### config.mk
export PLATFORM = sky130hd
export DESIGN_NAME = aes_result_scroller
export DESIGN_NICKNAME = d
export VERILOG_FILES = /design/src/rtl/aes_result_scroller.sv
export SDC_FILE = /design/constraint.sdc
export NUM_CORES = 1
export LEC_CHECK = 0
export CORE_UTILIZATION = 45
export DETAILED_ROUTE_END_ITERATION = 7
export GPL_ROUTABILITY_DRIVEN = 0
export PLACE_DENSITY = 0.78
export SYNTH_ARGS = -nofsm -noshare
export SYNTH_HDL_FRONTEND = slang
export SYNTH_SLANG_ARGS = --single-unit
### constraint.sdc
create_clock -name clk -period 5.74 [get_ports clk]
set_input_delay 0.574 -clock clk [delete_from_list [all_inputs] [get_ports clk]]
set_output_delay 0.574 -clock clk [all_outputs]
set_load 0.02 [all_outputs]
### src/rtl/aes_result_scroller.sv
// aes_result_scroller
// Display stage after the AES self-test. It captures a 128-bit result block and
// registers whether it equals the reference block. It then presents the block
// one byte at a time, most significant byte first, to the BCD/seven-segment
// converter. Each byte stays on byte_out for DWELL clock cycles.
//
// Parameters:
//   DWELL  cycles each byte is held (1 .. 2^26-1)
//   LOOP   0: one pass, then a done pulse; 1: wrap from byte 15 to byte 0
//
// Ports:
//   clk        system clock; all state changes on its rising edge
//   rst        synchronous active-high reset
//   mode[1:0]  key-size select; 2'b11 blanks and clears the display
//   blk_valid  one-cycle strobe qualifying blk_data/blk_ref
//   blk_data   result block; byte 0 is bits [127:120]
//   blk_ref    expected block
//   hold       freezes the dwell counter and byte index while high
//   byte_out   currently displayed byte
//   byte_idx   index (0..15) of byte_out
//   busy       high while scrolling
//   match      registered equality of the last captured block and its reference
//   done       one-cycle pulse at the end of a single pass
module aes_result_scroller #(
  parameter int DWELL = 4,
  parameter bit LOOP  = 1'b0
) (
  input  logic         clk,
  input  logic         rst,
  input  logic [1:0]   mode,
  input  logic         blk_valid,
  input  logic [127:0] blk_data,
  input  logic [127:0] blk_ref,
  input  logic         hold,
  output logic [7:0]   byte_out,
  output logic [3:0]   byte_idx,
  output logic         busy,
  output logic         match,
  output logic         done
);

  localparam logic [25:0] LAST_COUNT = 26'(DWELL - 1);

  typedef enum logic [1:0] {IDLE, SHOW, DONE} state_t;

  state_t        state_reg, state_next;
  logic [127:0]  data_reg, data_next;
  logic [7:0]    byte_reg, byte_next;
  logic [3:0]    idx_reg, idx_next;
  logic          match_reg, match_next;
  logic [25:0]   cnt_reg, cnt_next;
  logic [1:0]    mode_reg;

  logic          blank;
  logic          mode_change;
  logic [3:0]    idx_inc;

  assign blank       = (mode == 2'b11);
  // Any difference from last cycle's mode counts as a key-size change.
  assign mode_change = (mode != mode_reg);
  assign idx_inc     = idx_reg + 4'd1;

  // Byte k occupies bits [127-8k -: 8]; for a 4-bit k, 15-k equals ~k.
  function automatic logic [7:0] pick(input logic [127:0] blk, input logic [3:0] idx);
    pick = blk[{~idx, 3'b000} +: 8];
  endfunction

  always_ff @(posedge clk) begin
    if (rst) begin
      state_reg <= IDLE;
      data_reg  <= '0;
      byte_reg  <= '0;
      idx_reg   <= '0;
      match_reg <= 1'b0;
      cnt_reg   <= '0;
      mode_reg  <= 2'b00;
    end else begin
      state_reg <= state_next;
      data_reg  <= data_next;
      byte_reg  <= byte_next;
      idx_reg   <= idx_next;
      match_reg <= match_next;
      cnt_reg   <= cnt_next;
      mode_reg  <= mode;
    end
  end

  always_comb begin
    state_next = state_reg;
    data_next  = data_reg;
    byte_next  = byte_reg;
    idx_next   = idx_reg;
    match_next = match_reg;
    cnt_next   = cnt_reg;

    if (blank) begin
      // Blanking clears the visible outputs in every state.
      state_next = IDLE;
      byte_next  = 8'h00;
      idx_next   = 4'd0;
      match_next = 1'b0;
      cnt_next   = '0;
    end else if (mode_change) begin
      // Abort without a done pulse. The visible byte and the match flag stay
      // as they are. This also overrides a strobe on the same edge.
      state_next = IDLE;
      cnt_next   = '0;
    end else begin
      case (state_reg)
        IDLE: begin
          if (blk_valid) begin
            data_next  = blk_data;
            match_next = (blk_data == blk_ref);
            byte_next  = blk_data[127:120];
            idx_next   = 4'd0;
            cnt_next   = '0;
            state_next = SHOW;
          end
        end
        SHOW: begin
          if (!hold) begin
            if (cnt_reg == LAST_COUNT) begin
              cnt_next = '0;
              if (idx_reg != 4'd15) begin
                idx_next  = idx_inc;
                byte_next = pick(data_reg, idx_inc);
              end else if (LOOP) begin
                idx_next  = 4'd0;
                byte_next = pick(data_reg, 4'd0);
              end else begin
                // Last byte stays visible after the pass ends.
                state_next = DONE;
              end
            end else begin
              cnt_next = cnt_reg + 26'd1;
            end
          end
        end
        DONE:    state_next = IDLE;
        default: state_next = IDLE;
      endcase
    end
  end

  assign byte_out = byte_reg;
  assign byte_idx = idx_reg;
  assign match    = match_reg;
  assign busy     = (state_reg == SHOW);
  assign done     = (state_reg == DONE);

endmodule
Word level (Yosys, flattened, before mapping)
Index checks and enable logic that the tools add are counted.
{"block": "op_classes", "add_sub_neg": 2, "n_eq_ne": 12, "shift": 1, "muxes": 19, "n_bitwise": 3, "reduce_logical": 9}
{"operator": "128-bit == test", "n": 1}
{"operator": "128-bit by 8-bit variable part select with 8-bit output", "n": 1}
{"operator": "26-bit two-way mux", "n": 3}
{"operator": "26-bit one-hot mux with 2 select lines", "n": 1}
{"operator": "8-bit two-way mux", "n": 4}
{"operator": "26-bit by 1-bit adder with 26-bit output, second input constant", "n": 1}
{"operator": "26-bit by 2-bit == test with 1-bit output, second input constant", "n": 1}
{"operator": "4-bit two-way mux", "n": 4}
{"operator": "8-bit one-hot mux with 2 select lines", "n": 1}
{"operator": "2-bit two-way mux", "n": 4}
{"operator": "4-bit one-hot mux with 2 select lines", "n": 1}
{"operator": "4-bit AND reduction", "n": 2}
{"operator": "2-bit inequality test, second input constant", "n": 3}
{"operator": "3-bit AND reduction", "n": 2}
{"operator": "6-bit AND reduction", "n": 1}
{"operator": "4-bit by 1-bit adder with 4-bit output, second input constant", "n": 1}
{"operator": "2-bit == test, second input constant", "n": 2}
{"operator": "2-bit by 1-bit inequality test with 1-bit output, second input constant", "n": 2}
{"operator": "4-bit inequality test, second input constant", "n": 1}
{"operator": "4-bit NOT", "n": 1}
{"operator": "2-bit one-hot mux with 2 select lines", "n": 1}
{"operator": "3-bit OR reduction", "n": 1}
{"operator": "2-bit by 1-bit == test with 1-bit output, second input constant", "n": 1}
{"operator": "2-bit zero test", "n": 1}
{"operator": "4 further kinds", "n": 5}
{"block": "word_totals", "ff_bits": 171, "output_inout_bits": 15, "wordCells": 53}

Logic depth before layout (Yosys ltp)
{"block": "logic_depth", "depth_word": 7, "depth_mapped": 9, "depth_no_buf": 7}

Least setup slack after synthesis
No wires, ideal clock.
{"block": "synth_timing", "kind": "register to register", "startpoint": "register idx_reg[1], in the netlist byte_idx[1]", "endpoint": "register byte_reg[2], in the netlist byte_out[2]", "setup_time_ps": 124, "arrival_time_ps": 2036, "setup_slack_ps": 3580, "path_stages_with_launch": 9, "n_path_buf": 1, "cell_sequence": "dfxtp_1 > ha_1 > xnor2_2 > buf_6 > mux4_2 > mux2i_1 > nor2_1 > a31oi_1 > o21ai_1"}
{"block": "synth_between", "elab_chain_cells": 7}
{"item": "from (decl)", "line_no": "49", "source": "logic [3:0] idx_reg, idx_next;"}
{"item": "from (signal assigned)", "line_no": "81", "source": "idx_reg <= idx_next;"}
{"item": "4-bit by 1-bit adder with 4-bit output", "line_no": "61", "source": "assign idx_inc = idx_reg + 4'd1;"}
{"item": "4-bit NOT", "line_no": "65", "source": "pick = blk[{~idx, 3'b000} +: 8];"}
{"item": "128-bit by 8-bit variable part select with 8-bit output", "line_no": "65"}
{"item": "8-bit two-way mux", "line_no": "124", "source": "if (idx_reg != 4'd15) begin"}
{"item": "8-bit two-way mux", "line_no": "122", "source": "if (cnt_reg == LAST_COUNT) begin"}
{"item": "8-bit two-way mux", "line_no": "121", "source": "if (!hold) begin"}
{"item": "8-bit one-hot mux with 2 select lines", "line_no": "109", "source": "case (state_reg)"}
{"item": "to (signal assigned)", "line_no": "80", "source": "byte_reg <= byte_next;"}
{"item": "to (decl)", "line_no": "48", "source": "logic [7:0] byte_reg, byte_next;"}
Several ways; a longest one is shown, not always the timed one. The select of a mux whose other input is x is not followed.
A chain may end at the register's enable or synchronous reset.

Worst setup path in the final report
{"block": "layout_timing", "startpoint": "input port mode[0]", "endpoint": "register data_reg[27]"}
{"block": "layout_between", "elab_chain_cells": 3}
{"item": "from (decl)", "line_no": "30", "source": "input logic [1:0] mode,"}
{"item": "2-bit inequality test / 2-bit == test (equally long branches)", "line_no": "60, 58"}
{"item": "1-bit NOT (no line)"}
{"item": "4-bit AND reduction (no line) *"}
{"item": "to (signal assigned)", "line_no": "79", "source": "data_reg <= data_next;"}
{"item": "to (decl)", "line_no": "47", "source": "logic [127:0] data_reg, data_next;"}
Mark *: on every way between the ends. The rest lies on a longest branch, timed or not.

==> impl_metrics.yaml <==
global_routing:
  grt_pass1_vias: 8622
  grt_pass1_wl_um: 48600
  antenna_found_initial: 2
  grt_max_degree: 108
  track_usage: 0.326
  grt_overflow: 0
power_and_ir_drop:
  power_leakage_nw: 4.11
  swShare: 0.262
  clock_power_share: 0.394
  p_comb_frac: 0.171
  powerDensity_nw_per_um2: 230
  p_seq_frac: 0.435
  power_switching_uw: 745
  ir_worst_vdd_mv: 0.195
  p_total_mw: 2.84
  internal_power_mw: 2.10
timing:
  min_period_ns: 3.35
  rsz0062_at_grt: "false"
  fin_crit_sh: 0.583
  timing.fmax_mhz: 299
  fin_hold_ws_ns: 0.451
  finalHoldViolCount: 0
  worst_pin_slew_ns: 1.16
  finalClockSkew_ns: 0.00665
  timing.final.max_slew_violations: 0
  final.setup.tns_ns: 0
  setup_ws_ns: 2.39
  slew_headroom: 0.226
  setup_viol: 0
cts:
  cts_buffer_depth: 2
  htreeDepth: 4
  clk_pin_slew_ns: 0.07
  clk_latency_ns: 0.44
  cts_buffers: 17
  cts_tree: "yes"
  clkSinkCount: 171
  postCtsSetupBuffers: 0
  cts_root_buf: "clkbuf_16"
  cts_hold_buf: 0
  cts.repair.resized: 0
drt:
  via_per_inst: 5.63
  finalWirelength_um: 32800
  ant_nets: 0
  dr.pass1.iters: 5
  num_vias: 9048
  drc: 0
  wl_per_cell_um: 20.4
  first_iter_violations: 990
critical_path:
  worstPathArrival_ns: 3.70
  r2r_slack_ns: 2.76
  end_kind: "flip-flop"
  worstSetupPathType: "in -> reg"
  crit_fanout: 74
  cp-start-kind: "input port"
  crit_family: "simple AND/OR/NAND/NOR gates"
  worstPathCellList: "clkdlybuf4s50_1, xnor2_1, o21ai_0, nor3b_1, and2_4, buf_4, nand2_1, a21oi_1"
  cpPeakStageDelay_ns: 0.80
  crit_required_ns: 6.09
  crit_path_top_delay_cell: "and2_4"
  critPathBufInv: 2
logic_synthesis:
  ys_async_sr_fraction: 0
  synth_compound_area_frac: 0.123
  synth_enable_flop_cells: 0
  synth_top_family_by_area: "simple AND/OR/NAND/NOR gates"
  ys_ff_latch: 171
  yosysSeqAreaShare: 0.384
  synth_xor_area_frac: 0.153
  syn-instance-count: 1084
  synth_cell_types: 55
  syn_avg_cell_area_um2: 8.21
  synth_mux_area_frac: 0.0746
  syn_area_um2: 8900
  yosys_most_used_dff: "dfxtp_1"
  yosys.area_share.simple: 0.231
  ys_warn_count: 0
  yosys.area_share.adder: 0.00281
  synth_fp_nets: 1348
cells_and_area:
  fin_util: 0.638
  instances_no_fill: 1608
  layout_common_cells: "nand2_1, clkdlybuf4s50_1, dfxtp_1, a21oi_1, xnor2_1"
  fin_nets: 1592
  drive_gt1_frac: 0.0537
  fill_cells: 1685
  largest_reg_flops: 128
  final_area_um2: 12400
  final_common_cell: "nand2_1"
  area_growth_pct: 39.1
placed_design:
  port_buffers: 276
  numPlacedInstances: 1574
  dp_hpwl_um: 25500
  dpl_cell_area_um2: 11800
  pre_cts_ws_ns: 2.06
status:
  outcome: "completed"
min_path:
  min_path_type: "reg -> reg"
floorplanning:
  core_um2: 19400
  start_util: 0.459
  fp.dieH_um: 143
  row_count: 51
  ioPinCount: 277
  dieWidth_um: 143
  dieArea_um2: 20400
flow_run:
  drv_cap: 0
[per-layer routing]
layer  routed length [um]  share of wire  GRT usage
met2                15500           0.47      0.547
met5                    0              0          0
met3                 3120          0.095     0.0721
met4                 1790          0.055      0.178
met1                12500           0.38      0.388
[cells in the mapped netlist, types with 2 or more instances]
master | count | share of area
nor3_2 | 3 | 0.0034
inv_2 | 2 | 0.00084
and4_1 | 2 | 0.0020
nor3_1 | 8 | 0.0045
o21ai_0 | 5 | 0.0028
mux2i_1 | 21 | 0.024
and2_1 | 3 | 0.0021
clkbuf_1 | 33 | 0.014
nand2_1 | 307 | 0.13
mux4_2 | 15 | 0.038
nor3b_1 | 2 | 0.0017
a21oi_1 | 140 | 0.079
nor2_1 | 46 | 0.019
ha_1 | 2 | 0.0028
o21ai_2 | 2 | 0.0020
and3_1 | 3 | 0.0021
nor2b_1 | 6 | 0.0042
a31oi_1 | 7 | 0.0049
dfxtp_1 | 171 | 0.38
and2b_1 | 2 | 0.0017
o21ai_1 | 8 | 0.0045
nand4_1 | 42 | 0.030
xor2_1 | 46 | 0.045
a32oi_1 | 21 | 0.021
xnor2_1 | 103 | 0.10
nor4_1 | 20 | 0.014
nand3_1 | 10 | 0.0056
buf_6 | 2 | 0.0025
or3_1 | 2 | 0.0014
buf_2 | 22 | 0.012
mux4_1 | 4 | 0.012
[power by group through the flow]
stage	registers, mW	clock network, mW	logic [mW]
finish	1.24	1.12	0.487
global route	1.24	1.17	0.511
CTS	1.24	1.12	0.482
detailed placement	1.26	0	0.479
global placement	1.26	0	0.477
floorplan	1.26	0	0.182
[worst paths after layout]
path / from / endpoint / cells past startpoint
setup / recovery: mode[0] / data_reg[27] / 8
hold reg to reg: data_reg[111] / data_reg[111] / 2
setup reg to reg: state_reg[0] / data_reg[27] / 6
hold / removal: data_reg[111] / data_reg[111] / 2
[worst min-delay path: stages (launching register included)]
cell	delay (ns)
dfxtp_1	0.31
nand2_1	0.05
a21oi_1	0.05
[final cells by class]
class                      instances  area, um2  share of cell area
antenna                            2       5.00            0.000404
clock buffer                      20        457              0.0369
tap                              265        332              0.0268
multi-input combinational        851       5220               0.422
inverter                           3       11.3            0.000909
clock inverter                    12        113             0.00909
sequential                       171       3420               0.276
timing repair buffer             284       2820               0.228
[logic make-up after synthesis]
logic type      count (synthesis)
simple gates                  464
compound gates                192
flops                         171
xor+xnor                      152
buf+inv                        62
mux                            41
fa+ha+maj                       2
(Power assumes the default switching activity.)
